==> src/rtl/pke_pkg.sv <==
// rtl/pke_pkg.sv - shared codes and constants for the packet key extractor
// Flit header codes, ethertypes of interest, class codes and the reset-time
// PCP-to-class map (3-bit classes, PCP 0 in the low field).
package pke_pkg;

  localparam logic [1:0] HEAD = 2'b01;
  localparam logic [1:0] MID  = 2'b11;
  localparam logic [1:0] TAIL = 2'b10;

  localparam logic [15:0] ETH_PTP  = 16'h88F7;
  localparam logic [15:0] ETH_VLAN = 16'h8100;

  typedef enum logic [1:0] {
    CLS_BE  = 2'd0,
    CLS_RB  = 2'd1,
    CLS_PTP = 2'd2,
    CLS_TSN = 2'd3
  } pkt_class_e;

  // PCP 0-2 -> BE, 3-5 -> RB, 6-7 -> TSN
  localparam logic [23:0] DEFAULT_PCP_MAP = 24'h6C9200;

endpackage

==> src/rtl/pke_res_fifo.sv <==
// rtl/pke_res_fifo.sv - 4-deep result FIFO of {type, key}
// Ports: clk, rst_n (async, active-low); push/push_data write an entry;
// pop retires the entry shown on front; empty flags no stored entry.
module pke_res_fifo
  import pke_pkg::*;
#(
  parameter int W = 8
) (
  input  logic         clk,
  input  logic         rst_n,
  input  logic         push,
  input  logic [W-1:0] push_data,
  input  logic         pop,
  output logic [W-1:0] front,
  output logic         empty
);

  logic [W-1:0] mem [4];
  logic [1:0]   wr_ptr;
  logic [1:0]   rd_ptr;
  logic [2:0]   count;
  logic         do_push;
  logic         do_pop;

  assign empty   = (count == 3'd0);
  assign front   = mem[rd_ptr];
  assign do_push = push && (count != 3'd4);
  assign do_pop  = pop && !empty;

  always_ff @(posedge clk or negedge rst_n) begin
    if (!rst_n) begin
      for (int i = 0; i < 4; i++) mem[i] <= '0;
      wr_ptr <= '0;
      rd_ptr <= '0;
      count  <= '0;
    end else begin
      if (do_push) begin
        mem[wr_ptr] <= push_data;
        wr_ptr      <= wr_ptr + 2'd1;
      end
      if (do_pop) rd_ptr <= rd_ptr + 2'd1;
      if (do_push && !do_pop)      count <= count + 3'd1;
      else if (do_pop && !do_push) count <= count - 3'd1;
    end
  end

endmodule

==> src/rtl/pke_flex.sv <==
// rtl/pke_flex.sv - packet classifier and key extractor with fixed-latency flit forwarding
// Ports: clk, rst_n (async, active-low); in_data/in_data_wr flits in,
// in_valid_wr per-packet strobe; cfg_pcp_map/cfg_untag_type class config;
// out_data/out_data_wr flits delayed by MD_FLITS+1; out_pkttype/out_key
// valid from head to tail on the output; out_valid/out_valid_wr with the
// output tail; pktin/pktout/short/err saturating counters.
module pke_flex
  import pke_pkg::*;
#(
  parameter int MD_FLITS = 2,
  parameter int INPORT_W = 6,
  parameter int TYPE_W   = 3,
  parameter int KEY_W    = INPORT_W + 96
) (
  input  logic                clk,
  input  logic                rst_n,
  input  logic [133:0]        in_data,
  input  logic                in_data_wr,
  input  logic                in_valid_wr,
  input  logic [8*TYPE_W-1:0] cfg_pcp_map,
  input  logic [TYPE_W-1:0]   cfg_untag_type,
  output logic [133:0]        out_data,
  output logic                out_data_wr,
  output logic                out_valid,
  output logic                out_valid_wr,
  output logic [TYPE_W-1:0]   out_pkttype,
  output logic [KEY_W-1:0]    out_key,
  output logic [63:0]         pktin_cnt,
  output logic [63:0]         pktout_cnt,
  output logic [31:0]         short_cnt,
  output logic [31:0]         err_cnt
);

  localparam int         L       = MD_FLITS + 1;
  localparam int         RES_W   = TYPE_W + KEY_W;
  localparam logic [2:0] MD_IDX  = 3'(MD_FLITS);
  localparam logic [2:0] AGE_MAX = 3'(L - 1);
  localparam logic [2:0] AGE_OK  = 3'(L - 2);

  // Delay line; dl_hr marks the head entry of a packet that owns a result.
  // The last stage never needs the flag, so dl_hr stops one short.
  logic [133:0] dl_data [L];
  logic         dl_wr   [L];
  logic         dl_hr   [L-1];

  logic                open_q;
  logic [2:0]          idx_q;
  logic [2:0]          age_q;      // cycles since the open head entered stage 0
  logic [INPORT_W-1:0] inport_q;
  logic                out_open_q;

  logic in_head, in_tail;
  assign in_head = in_data_wr && (in_data[133:132] == HEAD);
  assign in_tail = in_data_wr && (in_data[133:132] == TAIL);

  logic              res_valid, res_push, short_hit;
  logic [TYPE_W-1:0] res_type;
  logic [KEY_W-1:0]  res_key;
  logic [2:0]        pcp;

  always_comb begin
    res_valid = 1'b0;
    short_hit = 1'b0;
    res_type  = '0;
    res_key   = '0;
    pcp       = in_data[15:13];
    if (in_data_wr && !in_head && open_q) begin
      if (idx_q == MD_IDX) begin
        res_valid = 1'b1;
        res_key   = {in_data[127:32], inport_q};
        if (in_data[31:16] == ETH_PTP)       res_type = TYPE_W'(CLS_PTP);
        else if (in_data[31:16] == ETH_VLAN) res_type = cfg_pcp_map[int'(pcp)*TYPE_W +: TYPE_W];
        else                                 res_type = cfg_untag_type;
      end else if (in_tail && (idx_q < MD_IDX)) begin
        res_valid = 1'b1;
        short_hit = 1'b1;
        res_key   = {96'h0, inport_q};
        res_type  = TYPE_W'(CLS_BE);
      end
    end
  end

  // A result is only usable while its head has not yet reached the output
  // stage; otherwise it would desynchronise the FIFO from the flagged heads.
  assign res_push = res_valid && (age_q <= AGE_OK);

  // View of the entry about to be loaded into the output stage.
  logic e_head, e_tail, e_hr;
  assign e_head = dl_wr[L-2] && (dl_data[L-2][133:132] == HEAD);
  assign e_tail = dl_wr[L-2] && (dl_data[L-2][133:132] == TAIL);
  assign e_hr   = dl_hr[L-2] || (res_push && (age_q == AGE_OK));

  logic             fifo_empty, fifo_push, fifo_pop, bypass;
  logic [RES_W-1:0] fifo_front;

  // With no gaps the header is classified in the same cycle its head
  // moves to the output stage, so the result skips the FIFO.
  assign bypass    = e_head && e_hr && fifo_empty;
  assign fifo_pop  = e_head && e_hr && !fifo_empty;
  assign fifo_push = res_push && !bypass;

  pke_res_fifo #(.W(RES_W)) u_res_fifo (
    .clk       (clk),
    .rst_n     (rst_n),
    .push      (fifo_push),
    .push_data ({res_type, res_key}),
    .pop       (fifo_pop),
    .front     (fifo_front),
    .empty     (fifo_empty)
  );

  always_ff @(posedge clk or negedge rst_n) begin
    if (!rst_n) begin
      for (int i = 0; i < L; i++) begin
        dl_data[i] <= '0;
        dl_wr[i]   <= 1'b0;
      end
      for (int i = 0; i < L - 1; i++) dl_hr[i] <= 1'b0;
    end else begin
      dl_data[0] <= in_data;
      dl_wr[0]   <= in_data_wr;
      dl_hr[0]   <= 1'b0;
      for (int i = 1; i < L; i++) begin
        dl_data[i] <= dl_data[i-1];
        dl_wr[i]   <= dl_wr[i-1];
      end
      for (int i = 1; i < L - 1; i++)
        dl_hr[i] <= dl_hr[i-1] || (res_push && (age_q == 3'(i - 1)));
    end
  end

  assign out_data    = dl_data[L-1];
  assign out_data_wr = dl_wr[L-1];
  assign out_valid   = out_valid_wr;

  always_ff @(posedge clk or negedge rst_n) begin
    if (!rst_n) begin
      open_q    <= 1'b0;
      idx_q     <= '0;
      age_q     <= '0;
      inport_q  <= '0;
      err_cnt   <= '0;
      short_cnt <= '0;
      pktin_cnt <= '0;
    end else begin
      if (in_head) begin
        if (open_q && (err_cnt != '1)) err_cnt <= err_cnt + 32'd1;
        open_q   <= 1'b1;
        idx_q    <= 3'd1;
        age_q    <= '0;
        inport_q <= in_data[120 +: INPORT_W];
      end else begin
        if (age_q < AGE_MAX) age_q <= age_q + 3'd1;
        if (in_data_wr && open_q) begin
          if (in_tail) open_q <= 1'b0;
          if (idx_q <= MD_IDX) idx_q <= idx_q + 3'd1;
        end
      end
      if (short_hit && (short_cnt != '1)) short_cnt <= short_cnt + 32'd1;
      if (in_valid_wr && (pktin_cnt != '1)) pktin_cnt <= pktin_cnt + 64'd1;
    end
  end

  always_ff @(posedge clk or negedge rst_n) begin
    if (!rst_n) begin
      out_pkttype  <= '0;
      out_key      <= '0;
      out_valid_wr <= 1'b0;
      out_open_q   <= 1'b0;
      pktout_cnt   <= '0;
    end else begin
      out_valid_wr <= 1'b0;
      if (e_head) begin
        out_open_q <= e_hr;
        if (e_hr) begin
          if (fifo_empty) {out_pkttype, out_key} <= {res_type, res_key};
          else            {out_pkttype, out_key} <= fifo_front;
        end
      end else if (e_tail && out_open_q) begin
        out_open_q   <= 1'b0;
        out_valid_wr <= 1'b1;
        if (pktout_cnt != '1) pktout_cnt <= pktout_cnt + 64'd1;
      end
    end
  end

endmodule

==> config.mk <==
export PLATFORM = sky130hd
export DESIGN_NAME = pke_flex
export DESIGN_NICKNAME = d
export VERILOG_FILES = /design/src/rtl/pke_pkg.sv /design/src/rtl/pke_res_fifo.sv /design/src/rtl/pke_flex.sv
export SDC_FILE = /design/constraint.sdc
export NUM_CORES = 2
export LEC_CHECK = 0
export BUFFER_PORTS_ARGS = -buffer_cell sky130_fd_sc_hd__buf_2
export CAP_MARGIN = 25
export CORE_AREA = 10 10 310 312
export DETAILED_ROUTE_END_ITERATION = 6
export DIE_AREA = 0 0 320 322
export GPL_ROUTABILITY_DRIVEN = 1
export GPL_TIMING_DRIVEN = 0
export PLACE_DENSITY_LB_ADDON = 0.25
export SYNTH_ARGS = -nofsm -noshare
export SYNTH_HDL_FRONTEND = slang
export SYNTH_HIERARCHICAL = 1
export SYNTH_SLANG_ARGS = --single-unit
==> constraint.sdc <==
create_clock -name clk -period 4.2 [get_ports clk]
set_input_delay 0.21 -clock clk [delete_from_list [all_inputs] [get_ports clk]]
set_output_delay 0.21 -clock clk [all_outputs]
set_load 0.005 [all_outputs]
==> Word-level counts from Yosys, hierarchy flattened <==
Index checks and enable logic that the tools add are counted.
{ "totals": {"ff_bits": 1145, "input_bits": 165, "out_inout_bits": 434, "wordCells": 138} }
{ "op_classes": {"addsub": 10, "mul": 1, "order_cmp": 7, "n_eq_ne": 13, "shift": 1, "n_mux": 34, "bitwise_logic": 3, "reduce_logical": 43} }
{ "op_table": {"columns": ["operator", "n"], "rows": [
  ["$bwmux W420", 1],
  ["$mux W105", 3],
  ["$mux W102", 3],
  ["$bmux W105 S2", 1],
  ["$demux W105 S2", 1],
  ["$add A64 B1 Y64 const B", 2],
  ["$ne A64 B64 Y1 const B", 2],
  ["$add A32 B1 Y32 const B", 2],
  ["$ne A32 B32 Y1 const B", 2],
  ["$mux W3", 12],
  ["$eq A16 B16 Y1 const B", 2],
  ["$logic_and A1 B1 Y1", 24],
  ["$shiftx A24 B6 Y3", 1],
  ["$mux W1", 12],
  ["$reduce_bool A2 Y1", 6],
  ["$add A3 B1 Y3 const B", 3],
  ["$reduce_and A2 Y1", 4],
  ["$ge A3 B3 Y1 const B", 2],
  ["$logic_not A3 Y1", 2],
  ["$lt A3 B2 Y1 const B", 2],
  ["$mux W6", 1],
  ["$not A2 Y3", 2],
  ["$logic_not A1 Y1", 5],
  ["$mul A3 B2 Y5 const B", 1],
  ["other kinds (13)", 16]
]} }

==> Depth between registers and ports, before layout <==
{ "logic_depth": {"depth_word": 18, "depth_mapped": 16, "depth_no_buf": 13} }

==> Cells and area by module <==
Netlist, hierarchy kept.
{ "modules_own_cells": {"columns": ["mod", "instances", "cells_per_inst", "area_each_um2", "seq_area_each_um2"], "rows": [
  ["pke_flex", 1, 2108, 26863.3, 17967.2],
  ["pke_res_fifo", 1, 1051, 18525.3, 10685.2]
]} }

==> Worst setup path after synthesis <==
OpenSTA, ideal clock, no wires.
{ "synth_path": {"path_type": "register to register", "start": "register u_res_fifo.count[0]", "end": "register u_res_fifo.count[1]", "setup_time_ns": 0.125, "arrival_time_ns": 3.140, "required_time_ns": 4.075, "path_slack_ns": 0.936, "path_stages_with_launch": 11, "n_path_buf": 3, "period_less_slack_ns": 3.264, "cell_sequence": "dfrtp_1 > nor3_1 > clkbuf_1 > clkbuf_1 > clkbuf_1 > a21oi_1 > nor2b_1 > ha_1 > inv_1 > fa_1 > mux2_2"} }
{ "synth_via": {"elab_chain_cells": 8, "word_cells_on_any_way": 18, "classes_between": "2 x add/sub; 1 x eq/ne; 2 x mux; 13 x reduce/logical"} }
{ "synth_lines": {"columns": ["item", "line", "rtl"], "rows": [
  ["start: declaration", "pke_res_fifo.sv:21", "logic [2:0] count;"],
  ["start signal: assignment", "pke_res_fifo.sv:42", "if (do_push && !do_pop) count <= count + 3'd1;"],
  ["start signal: assignment", "pke_res_fifo.sv:43", "else if (do_pop && !do_push) count <= count - 3'd1;"],
  ["$logic_not A3 Y1 *", "pke_res_fifo.sv:25", "assign empty = (count == 3'd0);"],
  ["net fifo_empty", "pke_flex.sv:93", "logic fifo_empty, fifo_push, fifo_pop, bypass;"],
  ["$logic_and A1 B1 Y1 *", "pke_flex.sv:98", "assign bypass = e_head && e_hr && fifo_empty;"],
  ["$logic_not A1 Y1 *", "pke_flex.sv:100", "assign fifo_push = res_push && !bypass;"],
  ["$logic_and A1 B1 Y1 *", "pke_flex.sv:100", null],
  ["net fifo_push", "pke_flex.sv:93", null],
  ["$logic_and A1 B1 Y1 *", "pke_res_fifo.sv:27", "assign do_push = push && (count != 3'd4);"],
  ["net u_res_fifo.do_push", "pke_res_fifo.sv:22", "logic do_push;"],
  ["$logic_not A1 Y1", "pke_res_fifo.sv:43", null],
  ["$logic_and A1 B1 Y1", "pke_res_fifo.sv:43", null],
  ["$reduce_bool A2 Y1 (no source line)", null, null]
]} }
The timed path passes the listed nets; every way through them passes the cells marked *. The select of a mux whose other input is x is not followed.
A chain may end at the register's enable or synchronous reset.

==> Worst setup path after layout <==
{ "layout_path": {"start": "register idx_q[0]", "end": "register u_res_fifo/mem[191] in the netlist's numbering"} }
{ "layout_via": {"elab_chain_cells": 13, "word_cells_on_any_way": 17, "classes_between": "1 x order compare; 1 x eq/ne; 6 x mux; 9 x reduce/logical"} }
{ "layout_lines": {"columns": ["item", "line", "rtl"], "rows": [
  ["start: declaration", "pke_flex.sv:47", "logic [2:0] idx_q;"],
  ["start signal: assignment", "pke_flex.sv:156", "if (idx_q <= MD_IDX) idx_q <= idx_q + 3'd1;"],
  ["$lt A3 B2 Y1", "pke_flex.sv:74", "end else if (in_tail && (idx_q < MD_IDX)) begin"],
  ["$logic_and A1 B1 Y1", "pke_flex.sv:74", null],
  ["$mux W1", "pke_flex.sv:74", null],
  ["$mux W1 *", "pke_flex.sv:68", "if (idx_q == MD_IDX) begin"],
  ["$mux W1 *", "pke_flex.sv:67", "if (in_data_wr && !in_head && open_q) begin"],
  ["$logic_and A1 B1 Y1 *", "pke_flex.sv:85", "assign res_push = res_valid && (age_q <= AGE_OK);"],
  ["$logic_and A1 B1 Y1", "pke_flex.sv:91", "assign e_hr = dl_hr[L-2] || (res_push && (age_q == AGE_OK));"],
  ["$logic_or A1 B1 Y1", "pke_flex.sv:91", null],
  ["$logic_and A1 B1 Y1 (2 in a row)", "pke_flex.sv:98", null],
  ["$logic_not A1 Y1", "pke_flex.sv:100", null],
  ["$logic_and A1 B1 Y1 *", "pke_flex.sv:100", null],
  ["net fifo_push", "pke_flex.sv:93", null],
  ["$logic_and A1 B1 Y1 *", "pke_res_fifo.sv:27", null],
  ["end signal: indexed assignment", "pke_res_fifo.sv:38", "mem[wr_ptr] <= push_data;"],
  ["end: declaration", "pke_res_fifo.sv:18", "logic [W-1:0] mem [4];"]
]} }
The timed path passes the listed nets; every way through them passes the cells marked *.

==> flow_summary_export.csv <==
group,metric,value,unit
floorplan,io_pins,599,
synthesis,synthTopCellsByArea,"dfrtp_1 63%, mux2_2 11%, mux4_2 5.5%",
cells_and_area,areaGrowthSynthToFinish,22.6,%
critical_path,worstPathArrival,4.44,ns
pwr,p_leak,0.0273,uW
synthesis,yosysSeqAreaShare,63.1,%
synthesis,synth_top_cell_by_area,"dfrtp_1",
placed_design,port_buffers,597,
cells_and_area,fillers,6823,
grt,grt_max_degree,173,
pwr,seqPwrFrac,46.5,%
placed_design,gp_congestion,0.851,
drt,drtIter0Drc,1920,
synthesis,async_flop_share,100,%
clock_network,cts_made_buffers,115,
synthesis,syn_area,45400,um^2
synthesis,synth_top_area_share,63.1,%
synthesis,synth_cell_types,62,
floorplan,fp.dieArea,103000,um^2
pwr,p_int,19400,uW
clock_network,clkSinkCount,1145,
grt,grt_pass1_wl,174,mm
clock_network,h-tree-depth,3,
critical_path,critical_path.endpoint_type,"register",
clock_network,clk_pin_slew,0.06,ns
grt,grt_pass1_vias,28976,
grt,overflow,0,
synthesis,netlist_instances,3159,
drt,first_pass_iters,5,
sta,slew_violations,0,
sta,hold_viol,0,
clock_network,root_buffer,"clkbuf_16",
grt,grt_usage,21.6,%
grt,antenna_found_initial,4,
cells_and_area,seq_area,28700,um^2
drt,drt-wirelength-per-cell,21.2,um
synthesis,synth_seq_cells,1145,
critical_path,cp_data_required_time,4.77,ns
sta,worst_slack,0.329,ns
clock_network,cts_max_path_buffers,3,
cells_and_area,layout.nets,4198,
sta,period_minus_slack,3.87,ns
pwr,switching_share,24.7,%
worst_hold_path,hp-class,"primary input to asynchronous set/reset pin",
pwr,pwr-share-comb,10.7,%
clock_network,cts_tree,"yes",
sta,slew_headroom,38.6,%
sta,fmax,258,MHz
critical_path,rrSetupSlack,0.33,ns
critical_path,start_kind,"register",
placed_design,place_ws,-0.584,ns
floorplan,die_width,320,um
clock_network,insertion_delay,0.70,ns
synthesis,ys_warn_count,6,
placed_design,dp_hpwl,78.3,mm
synthesis,syn-mean-instance-area,14.4,um^2
critical_path,path_max_fanout,19,
outcome,status,"completed",
synthesis,yosysMostFrequentCell,"dfrtp_1",
drt,drc,0,
sta,skew,0.0282,ns
critical_path,crit_type,"register to register",
cells_and_area,multiInputGateArea,14900,um^2
drt,ant_nets,0,
floorplan,die_h,322,um
sta,setup_viol,0,
synthesis,yosys_most_used_dff,"dfrtp_1",
drt,viasPerCell,5.26,
synthesis,synth_edf_count,0,
sta,rsz0062_at_grt,"no",
pwr,ir_drop,378,uV
pwr,power,25800,uW
job,drv_cap,0,
synthesis,synth_common_cells,"1145 x dfrtp_1, 431 x mux2_2, 176 x nor2_1, 139 x buf_4, 118 x xnor2_1",
floorplan,start_util,50.7,%
synthesis,syn-num-nets,3339,
floorplan,core,89600,um^2
drt,vias,27824,
drt,wl,112,mm
sta,tightestPinTransition,0.920,ns
sta,finalCritPeriodShare,92.2,%
pwr,switchingPower,6360,uW
pwr,power.density,463,nW/um^2
floorplan,fp-row-count,110,
pwr,clkPwrFrac,42.8,%
cells_and_area,layout-drive-gt1-share,38.4,%
sta,setup_tns,0,ns
-- critical path, cell delays in order, from the launching register on --
cell and delay (ns):
dfrtp_1 0.39, inv_1 0.06, ha_1 0.23, nand3_1 0.16, a211oi_1 0.10, o21a_1 0.17
clkbuf_1 0.23, clkbuf_4 0.42, a21oi_1 0.49, nand2_1 0.12, nor2_2 0.50, buf_6 0.29
buf_6 0.20, mux2_2 0.35
-- repair_timing --
item	CTS	global route
setup buffers	0	0
endpoints found under the setup margin	423	0
hold buffers	137	0
resized for setup	2	0
hold endpoints to repair	523	0
-- registers in the layout, summed over array words and instances, names as in the netlist, 3 cells and up --
name and flops:
u_res_fifo/mem 420, dl_data 268, out_data 134, out_key 102, pktin_cnt 64, pktout_cnt 64
err_cnt 32, short_cnt 32, inport_q 6, age_q 3, idx_q 3, out_pkttype 3
u_res_fifo/count 3
-- kinds of logic after synthesis --
group,Yosys count,synth area share [%]
flops,1145,63.1
mux,646,18.5
simple gates,728,8.46
xor+xnor,195,3.76
compound gates,138,1.68
buf+inv,292,4.07
fa+ha+maj,15,0.430
-- power groups by stage --
stage                     registers [uW]  clock network, uW  logic, uW
after floorplan                    12100                  0       1400
after global placement             12200                  0       2660
after detailed placement           12200                  0       2710
after CTS                          12000              11300       2830
after global routing               12000              11700       3020
final                              12000              11000       2760
-- area by class of cell --
class	instances	area share, %
Sequential cell	1145	51.5
Multi-Input combinational cell	1722	26.8
Timing Repair Buffer	744	8.27
Clock buffer	143	5.76
Buffer	264	3.14
Tap cell	1176	2.64
Clock inverter	71	1.73
Inverter	26	0.175
Antenna cell	3	0.0135
-- worst paths after layout --
kind                                   start                  end  depth (start not counted)
setup / recovery                    idx_q[0]  u_res_fifo/mem[191]                         13
hold / removal                         rst_n        pktin_cnt[49]                          2
setup reg to reg                    idx_q[0]  u_res_fifo/mem[191]                         13
hold reg to reg                 dl_data[169]         out_data[35]                          0
max in group asynchronous              rst_n         dl_data[222]                          6
min in group clk           cfg_untag_type[1]       out_pkttype[1]                          4
-- cell usage in the layout (no fill, tap or decap), types with 22 or more instances in the layout --
cell type,n
mux2i_1,105
and3_1,32
buf_2,631
and2_1,117
inv_1,26
dfrtp_1,1145
mux2_2,431
mux4_2,110
buf_4,139
xor2_1,77
nor3_1,41
nand3_1,87
nand2_1,107
dlygate4sd3_1,137
clkbuf_8,22
clkbuf_16,115
nor2_1,176
a21oi_1,108
nor4_1,29
xnor2_1,118
nand4_1,71
buf_6,25
clkbuf_1,67
clkinv_2,25
-- per-layer routing --
layer / routed length (um) / part of all wire [%] / track usage [%] / vias up
li1: - / - / - / 12644
met1: 46900 / 42 / 27.6 / 14333
met4: 3310 / 3.0 / 6.46 / 2
met5: 12 / 0.011 / 0 / -
met3: 6190 / 5.5 / 5.02 / 201
met2: 56000 / 50 / 36.3 / 644
-- stage by stage --
stage                     utilization [%]  cell area (um^2)  std cells  hold WS (ns)
after floorplan                         -             45400       3159       -0.0856
after global placement               55.6             49800       4932         0.319
after detailed placement             55.9             50100       4941         0.204
after CTS                            62.1             55600       5290        0.0173
after global routing                 62.1             55600       5294        0.0331
final                                62.1             55600       5294        0.0572
(Power assumes the default switching activity.)
